<file path="src/rtl/gmii_frame_check.sv">
// GMII receive frame checker: preamble/SFD, CRC-32, length and rx_er
// validation; forwards payload with the 4 FCS bytes stripped.
module gmii_frame_check #(
  parameter int MIN_LEN = 64,
  parameter int MAX_LEN = 1518,
  parameter int CNT_W   = 16
) (
  input  logic             clk,
  input  logic             rst_n,
  input  logic [7:0]       rxd,
  input  logic             rx_dv,
  input  logic             rx_er,
  output logic [7:0]       out_data,
  output logic             out_valid,
  output logic             out_first,
  output logic             out_last,
  output logic             frame_done,
  output logic             frame_ok,
  output logic [3:0]       err,
  output logic [10:0]      frame_len,
  output logic [CNT_W-1:0] good_cnt,
  output logic [CNT_W-1:0] bad_cnt
);

  typedef enum logic [1:0] {
    IDLE,
    PRE,
    DATA,
    DROP
  } state_t;

  localparam logic [31:0] RESIDUE = 32'hDEBB20E3;
  localparam logic [10:0] MIN_L   = 11'(MIN_LEN);
  localparam logic [10:0] MAX_L   = 11'(MAX_LEN);

  state_t      state;
  state_t      state_nx;
  logic        prev_dv;
  logic        start;
  logic [4:0]  pre_cnt;
  logic [4:0]  cnt_nx;
  logic [4:0]  cnt_base;
  logic        pre_step;
  logic        sfd;
  logic        dbyte;
  logic        done;
  logic [3:0]  err_nx;
  logic        er_seen;
  logic        len_bad;
  logic [31:0] crc;
  logic [10:0] len;
  logic [7:0]  dly [4];
  logic [7:0]  hold;

  function automatic logic [31:0] crc_byte(
    input logic [31:0] c,
    input logic [7:0]  d
  );
    logic [31:0] r;
    r = c;
    for (int i = 0; i < 8; i++) begin
      if (r[0] ^ d[i]) r = (r >> 1) ^ 32'hEDB88320;
      else             r = r >> 1;
    end
    return r;
  endfunction

  assign start   = rx_dv && !prev_dv;
  assign len_bad = (len < MIN_L) || (len > MAX_L);

  always_ff @(posedge clk or negedge rst_n) begin
    if (!rst_n) begin
      state   <= IDLE;
      pre_cnt <= 5'd0;
    end else begin
      state   <= state_nx;
      pre_cnt <= cnt_nx;
    end
  end

  always_comb begin
    state_nx = state;
    cnt_nx   = pre_cnt;
    cnt_base = (state == IDLE) ? 5'd0 : pre_cnt;
    pre_step = 1'b0;
    sfd      = 1'b0;
    dbyte    = 1'b0;
    done     = 1'b0;
    err_nx   = 4'd0;
    unique case (state)
      IDLE:    pre_step = start;
      PRE:     pre_step = rx_dv;
      DATA:    dbyte    = rx_dv;
      DROP:    ;
      default: ;
    endcase
    // the start-edge byte is already the first preamble byte
    if (pre_step) begin
      unique case (1'b1)
        rxd == 8'h55: begin
          cnt_nx   = cnt_base + 5'd1;
          state_nx = (cnt_nx > 5'd15) ? DROP : PRE;
        end
        rxd == 8'hD5 && cnt_base != 5'd0: begin
          state_nx = DATA;
          sfd      = 1'b1;
        end
        default: state_nx = DROP;
      endcase
    end
    if (state != IDLE && !rx_dv) begin
      done     = 1'b1;
      state_nx = IDLE;
      if (state == DATA)
        err_nx = {er_seen, len_bad, crc != RESIDUE, 1'b0};
      else
        err_nx = {er_seen, 3'b001};
    end
  end

  always_ff @(posedge clk or negedge rst_n) begin
    if (!rst_n) begin
      prev_dv    <= 1'b1;
      er_seen    <= 1'b0;
      crc        <= '1;
      len        <= 11'd0;
      for (int i = 0; i < 4; i++) dly[i] <= 8'd0;
      hold       <= 8'd0;
      out_data   <= 8'd0;
      out_valid  <= 1'b0;
      out_first  <= 1'b0;
      out_last   <= 1'b0;
      frame_done <= 1'b0;
      frame_ok   <= 1'b0;
      err        <= 4'd0;
      frame_len  <= 11'd0;
      good_cnt   <= '0;
      bad_cnt    <= '0;
    end else begin
      prev_dv    <= rx_dv;
      out_valid  <= 1'b0;
      out_first  <= 1'b0;
      out_last   <= 1'b0;
      frame_done <= 1'b0;
      if (start)
        er_seen <= rx_er;
      else if (state != IDLE && rx_dv)
        er_seen <= er_seen | rx_er;
      if (sfd) begin
        crc <= '1;
        len <= 11'd0;
      end
      if (dbyte) begin
        crc <= crc_byte(crc, rxd);
        if (len != 11'h7FF) len <= len + 11'd1;
        dly[0] <= rxd;
        for (int i = 1; i < 4; i++) dly[i] <= dly[i-1];
        hold <= dly[3];
        // hold is a real payload byte once five bytes are in
        if (len >= 11'd5) begin
          out_valid <= 1'b1;
          out_data  <= hold;
          out_first <= (len == 11'd5);
        end
      end
      if (done) begin
        frame_done <= 1'b1;
        frame_ok   <= (err_nx == 4'd0);
        err        <= err_nx;
        frame_len  <= (state == DATA) ? len : 11'd0;
        if (err_nx == 4'd0) good_cnt <= good_cnt + CNT_W'(1);
        else                bad_cnt  <= bad_cnt + CNT_W'(1);
        if (state == DATA && len >= 11'd5) begin
          out_valid <= 1'b1;
          out_data  <= hold;
          out_first <= (len == 11'd5);
          out_last  <= 1'b1;
        end
      end
    end
  end

endmodule

</file>
<file path="config.mk">
export PLATFORM = sky130hd
export DESIGN_NAME = gmii_frame_check
export DESIGN_NICKNAME = d
export VERILOG_FILES = /design/src/rtl/gmii_frame_check.sv
export SDC_FILE = /design/constraint.sdc
export NUM_CORES = 1
export LEC_CHECK = 0
export CAP_MARGIN = 20
export CORE_MARGIN = 2
export CORE_UTILIZATION = 57
export CTS_CLUSTER_DIAMETER = 100
export CTS_CLUSTER_SIZE = 10
export DETAILED_ROUTE_END_ITERATION = 10
export PLACE_DENSITY_LB_ADDON = 0.1
export RECOVER_POWER = 25
export REMOVE_ABC_BUFFERS = 1
export SYNTH_ARGS = -nofsm -noshare
export SYNTH_HDL_FRONTEND = slang
export SYNTH_SLANG_ARGS = --single-unit
</file>
<file path="constraint.sdc">
create_clock -name clk -period 2.49 [get_ports clk]
set_input_delay 0.747 -clock clk [delete_from_list [all_inputs] [get_ports clk]]
set_output_delay 0.747 -clock clk [all_outputs]
set_load 0.02 [all_outputs]
</file>
* Yosys cells after proc, flatten, opt, wreduce, memory -nomap -nowiden *
Cells that the tools add are included.

word-level totals
  flip-flop bits (word level) = 152
  bits of input ports = 12
  output and inout port bits = 60
  logic and storage cells = 122

cells by class
  add/sub/neg operators = 4
  magnitude comparators = 4
  equality and inequality tests = 7
  muxes and demuxes = 50
  bitwise logic cells = 18
  reduce and logical (&&, ||, !) cells = 18

operator list
  cell                                                                                   count
  32-bit two-way mux                                                                     17
  13-bit NOT with 14-bit output                                                          8
  11-bit two-way mux                                                                     4
  16-bit by 1-bit adder with 16-bit output (second input constant)                       2
  8-bit two-way mux                                                                      4
  32-bit != test (second input constant)                                                 1
  1-bit two-way mux                                                                      17
  11-bit by 1-bit adder with 11-bit output (second input constant)                       1
  11-bit by 3-bit == test with 1-bit output (second input constant)                      1
  11-bit by 3-bit greater-or-equal comparator with 1-bit output (second input constant)  1
  11-bit > comparator (second input constant)                                            1
  11-bit by 7-bit < comparator with 1-bit output (second input constant)                 1
  11-bit != test (second input constant)                                                 1
  8-bit by 7-bit == test with 1-bit output (second input constant)                       1
  8-bit == test (second input constant)                                                  1
  2-bit nonzero test                                                                     4
  1-bit XOR                                                                              8
  2-bit two-way mux                                                                      3
  2-bit AND reduction                                                                    3
  5-bit by 1-bit adder with 5-bit output (second input constant)                         1
  5-bit by 4-bit > comparator with 1-bit output (second input constant)                  1
  1-bit logical AND                                                                      5
  5-bit two-way mux                                                                      1
  5-bit nonzero test                                                                     1
  12 further kinds                                                                       13

* Logic depth before layout (Yosys ltp) *
  word-level depth = 24
  gate-level depth with buffers = 9
  mapped depth without buffers = 7

* Worst setup path before layout *
No wires, ideal clock.

  path kind = input-to-reg
  from = in rx_dv
  to = reg len[7]
  setup time = 0.132 ns
  arrival = 2.117 ns
  required time = 2.358 ns
  path slack = 0.241 ns
  stages on the path = 8
  buffers on the path = 2
  path through = clkbuf_1 -> nand3b_1 -> clkbuf_1 -> a41o_1 -> nor3_1 -> nand3_1 -> xor2_1 -> nor2_1

on the way
  cells in the longest elaborated chain, start to end = 6
  elaborated cells between the ends (all ways) = 7
  classes of those cells = mux: 6; reduce/logical: 1

ends and longest elaborated chain
  what                                   RTL line  text
  start: declaration                     11        input logic rx_dv,
  1-bit logical AND                      68        assign start = rx_dv && !prev_dv;
  1-bit one-hot mux with 2 select lines  90        unique case (state)
  1-bit two-way mux                      98        if (pre_step) begin
  11-bit two-way mux                     149       if (sfd) begin
  11-bit two-way mux                     155       if (len != 11'h7FF) len <= len + 11'd1;
  11-bit two-way mux (*)                 153       if (dbyte) begin
  end signal: assignment                 155
  end: declaration                       51        logic [10:0] len;

Mark *: on every way between the ends. The rest lies on a longest branch, timed or not.
A chain may end at the register's enable or synchronous reset.

* Worst setup path after layout *
  from = reg crc[13]
  to = reg good_cnt[15]

on the way
  cells in the longest elaborated chain, start to end = 5

ends and longest elaborated chain
  what                           RTL line  text
  start: declaration             50        logic [31:0] crc;
  start signal: assignment       154       crc <= crc_byte(crc, rxd);
  32-bit != test                 115       err_nx = {er_seen, len_bad, crc != RESIDUE, 1'b0};
  3-bit two-way mux              114       if (state == DATA)
  4-bit two-way mux              111       if (state != IDLE && !rx_dv) begin
  4-bit zero test                171       if (err_nx == 4'd0) good_cnt <= good_cnt + CNT_W'(1);
  2-bit AND reduction (no line)  -
  end signal: assignment         171
  end: declaration               21        output logic [CNT_W-1:0] good_cnt,

No other way between the ends.

==> results.json <==
{
  "worstPathArrival_ns": 2.83,
  "h-tree-depth": 4,
  "postSynthCellCount": 696,
  "hold_violations": 0,
  "fin_crit_ns": 2.49,
  "rr_worst_depth": 6,
  "grt_max_degree": 61,
  "max_freq_ghz": 0.402,
  "synth.largest_area_cell": "dfrtp_1",
  "cp.required_ns": 2.83,
  "setup_viol_count_final": 1,
  "fin_tns_setup_ns": -0.000108,
  "drc": 0,
  "grt_pass1_vias": 5350,
  "grt_pass1_wl_um": 27000,
  "synth-edff-count": 0,
  "violations": "max-capacitance violations, max-slew violations, negative setup slack",
  "area.sequential_um2": 3840,
  "grt_use_total_pct": 25.5,
  "min-delay-start": "dly[3]",
  "tightest_slew_ns": 1.53,
  "yosysMostFrequentCell": "nand2_1",
  "viasPerCell": 5.46,
  "drtIter0Drc": 471,
  "slew_violations": 60,
  "power.density_nw_per_um2": 1310,
  "ir_drop_mv": 1.11,
  "routed-wl-met3_um": 744,
  "clock_latency_ns": 0.42,
  "comb_power_share_pct": 47.5,
  "die_height_um": 117,
  "gp_congestion": 0.869,
  "clkTransAtPathRegs_ns": 0.06,
  "antennaDiodeCount": 0,
  "final.setup.worst_slack_ns": -0.000108,
  "synth.avg_cell_area_um2": 10.4,
  "grt_antenna_before_repair": 0,
  "status": "complete, but fails checks",
  "synth_top_area_share_pct": 41.0,
  "pwr-share-clk_pct": 20.9,
  "slew-limit-headroom_pct": -2.28,
  "syn_area_um2": 7260,
  "clock_sinks": 152,
  "r2r-end": "good_cnt[15]",
  "ios": 72,
  "area_growth_pct": 30.3,
  "overflow": 0,
  "p_leak_nw": 4.31,
  "multi_input_area_um2": 3330,
  "top_layer": "met4",
  "vias": 5604,
  "synth_common_cells": "nand2_1 (153), dfrtp_1 (119), xnor2_1 (49)",
  "rows": 41,
  "initial_core_util_pct": 58.0,
  "design.die.area_um2": 13700,
  "worstSetupPathType": "flop to flop",
  "dr_wl_met2_um": 8050,
  "core_area_um2": 12500,
  "fillCellCount": 883,
  "ant_nets": 0,
  "drive_above_1_share_pct": 22.8,
  "ctsRootBufferMaster": "clkbuf_16",
  "path_max_fanout": 18,
  "dp_hpwl_um": 11000,
  "ys_seq_area_share_pct": 52.9,
  "io_buffers": 71,
  "rr_startpoint": "crc[13]",
  "endpoint_kind": "flop",
  "die_w_um": 117,
  "drt-met1-wl_um": 7130,
  "synth-seq-cells": 152,
  "cts_max_path_buffers": 2,
  "holdPathEnd": "hold[3]",
  "holdPathStages": 2,
  "async_flop_share_pct": 100,
  "synth_area_leaders": "dfrtp_1 (41%), dfstp_2 (12%), nand2_1 (7.9%), xnor2_1 (5.9%), xor2_1 (5.4%)",
  "r2r_setup_slack_ns": -0.0001,
  "routed_wl_um": 16200,
  "dr.pass1.iters": 5,
  "tritoncts": "done",
  "seqPwrFrac_pct": 31.5,
  "power_mw": 12.4,
  "wire_per_inst_um": 15.8,
  "hold_path.class": "flop to flop",
  "yosysWarningCount": 0,
  "synthFlopType": "dfrtp_1",
  "maxCapViolCount": 1,
  "p_switching_mw": 4.33,
  "clock_skew_ns": 0.00761,
  "rsz0062_at_grt": "yes",
  "fin_crit_sh_pct": 100,
  "startpoint_type": "flop",
  "numCtsBuffers": 17,
  "switching_share_pct": 35.0,
  "internal_power_mw": 8.05,
  "fin_hold_ws_ns": 0.464,
  "synth_cell_type_count": 54,
  "nets": 859
}
## critical path: stages (launching register included)
cell and delay [ns]:
dfstp_2 0.54, nor4bb_1 0.59, a41oi_4 0.25, or3_4 0.38, buf_12 0.17, nor4_2 0.28, xor2_1 0.18
## stage by stage
| step | instance area (um^2) | utilization (%) | cells | setup WS (ns) |
|---|---|---|---|---|
| CTS | 9430 | 75.3 | 1025 | -0.000627 |
| detailed placement | 8810 | 70.4 | 993 | -0.308 |
| finish | 9470 | 75.6 | 1027 | -0.000108 |
| global route | 9470 | 75.6 | 1027 | -0.0576 |
| global placement | 8810 | 70.4 | 993 | -0.189 |
| floorplan | 7120 | - | 663 | -0.540 |
## routing by layer
metal  global-route usage (%)  vias to the layer above
li1                         -                     2670
met1                     35.5                     2761
met2                     40.3                      146
met3                     4.79                       27
met4                     9.33                        0
met5                        0                        -
## cells by family after synthesis
group | share of synthesized area [%]
buf+inv | 2.34
flops | 52.9
compound gates | 6.93
mux | 1.69
fa+ha+maj | 0.861
simple gates | 19.8
xor+xnor | 15.5
## registers in the layout, indices dropped and copies added, names as in the netlist
signal / count
crc: 32
dly: 32
bad_cnt: 16
good_cnt: 16
frame_len: 11
len: 11
hold: 8
out_data: 8
pre_cnt: 5
err: 4
state: 2
er_seen: 1
frame_done: 1
frame_ok: 1
out_first: 1
out_last: 1
out_valid: 1
prev_dv: 1
## power groups by stage
stage               clock network [mW]  registers [mW]  logic, mW
global route                      2.75            3.98       6.43
CTS                               2.63            3.90       5.89
finish                            2.59            3.90       5.88
floorplan                            0            4.07       3.51
global placement                     0            3.89       5.70
detailed placement                   0            3.92       5.80
## worst max path at each step
stage | start | depth (start not counted) | to
2_1_floorplan | rx_dv | 3 | len[8]
3_5_place_dp | rx_dv | 6 | bad_cnt[8]
4_1_cts | crc[21] | 7 | good_cnt[1]
3_3_place_gp | rx_dv | 8 | pre_cnt[3]
6_report | crc[13] | 6 | good_cnt[15]
5_1_grt | crc[13] | 6 | good_cnt[15]
## cells in the final DEF (no fill, tap or decap), types with 4 or more instances in the layout
cell / n
and3_1: 9
or3_1: 6
mux2_2: 9
xnor2_2: 10
o21ai_0: 17
nor2_1: 23
buf_12: 6
dfrtp_1: 119
clkdlybuf4s50_1: 70
nor4_2: 5
nor3_1: 42
ha_1: 5
nand4_1: 9
clkbuf_16: 17
nor4_4: 4
buf_4: 80
xnor2_4: 4
a22o_1: 10
xnor2_1: 49
nand2_1: 153
a21oi_1: 38
nand4b_1: 5
xor2_1: 45
inv_1: 6
dfstp_2: 33
nand3_1: 11
## timing repair
action                     in CTS  in global routing
buffers inserted                0                  1
gates resized for setup         4                  7
hold buffers                    0                  0
setup endpoints to repair      18                 21
pin swaps                       0                  5
## final cells by class
type	instances	area share, %
Inverter	8	0.317
Sequential cell	152	40.6
Tap cell	172	2.27
Timing Repair Buffer	160	15.3
Multi-Input combinational cell	503	35.2
Clock buffer	21	4.76
Clock inverter	11	1.55
Power figures use the tool's default switching activity.
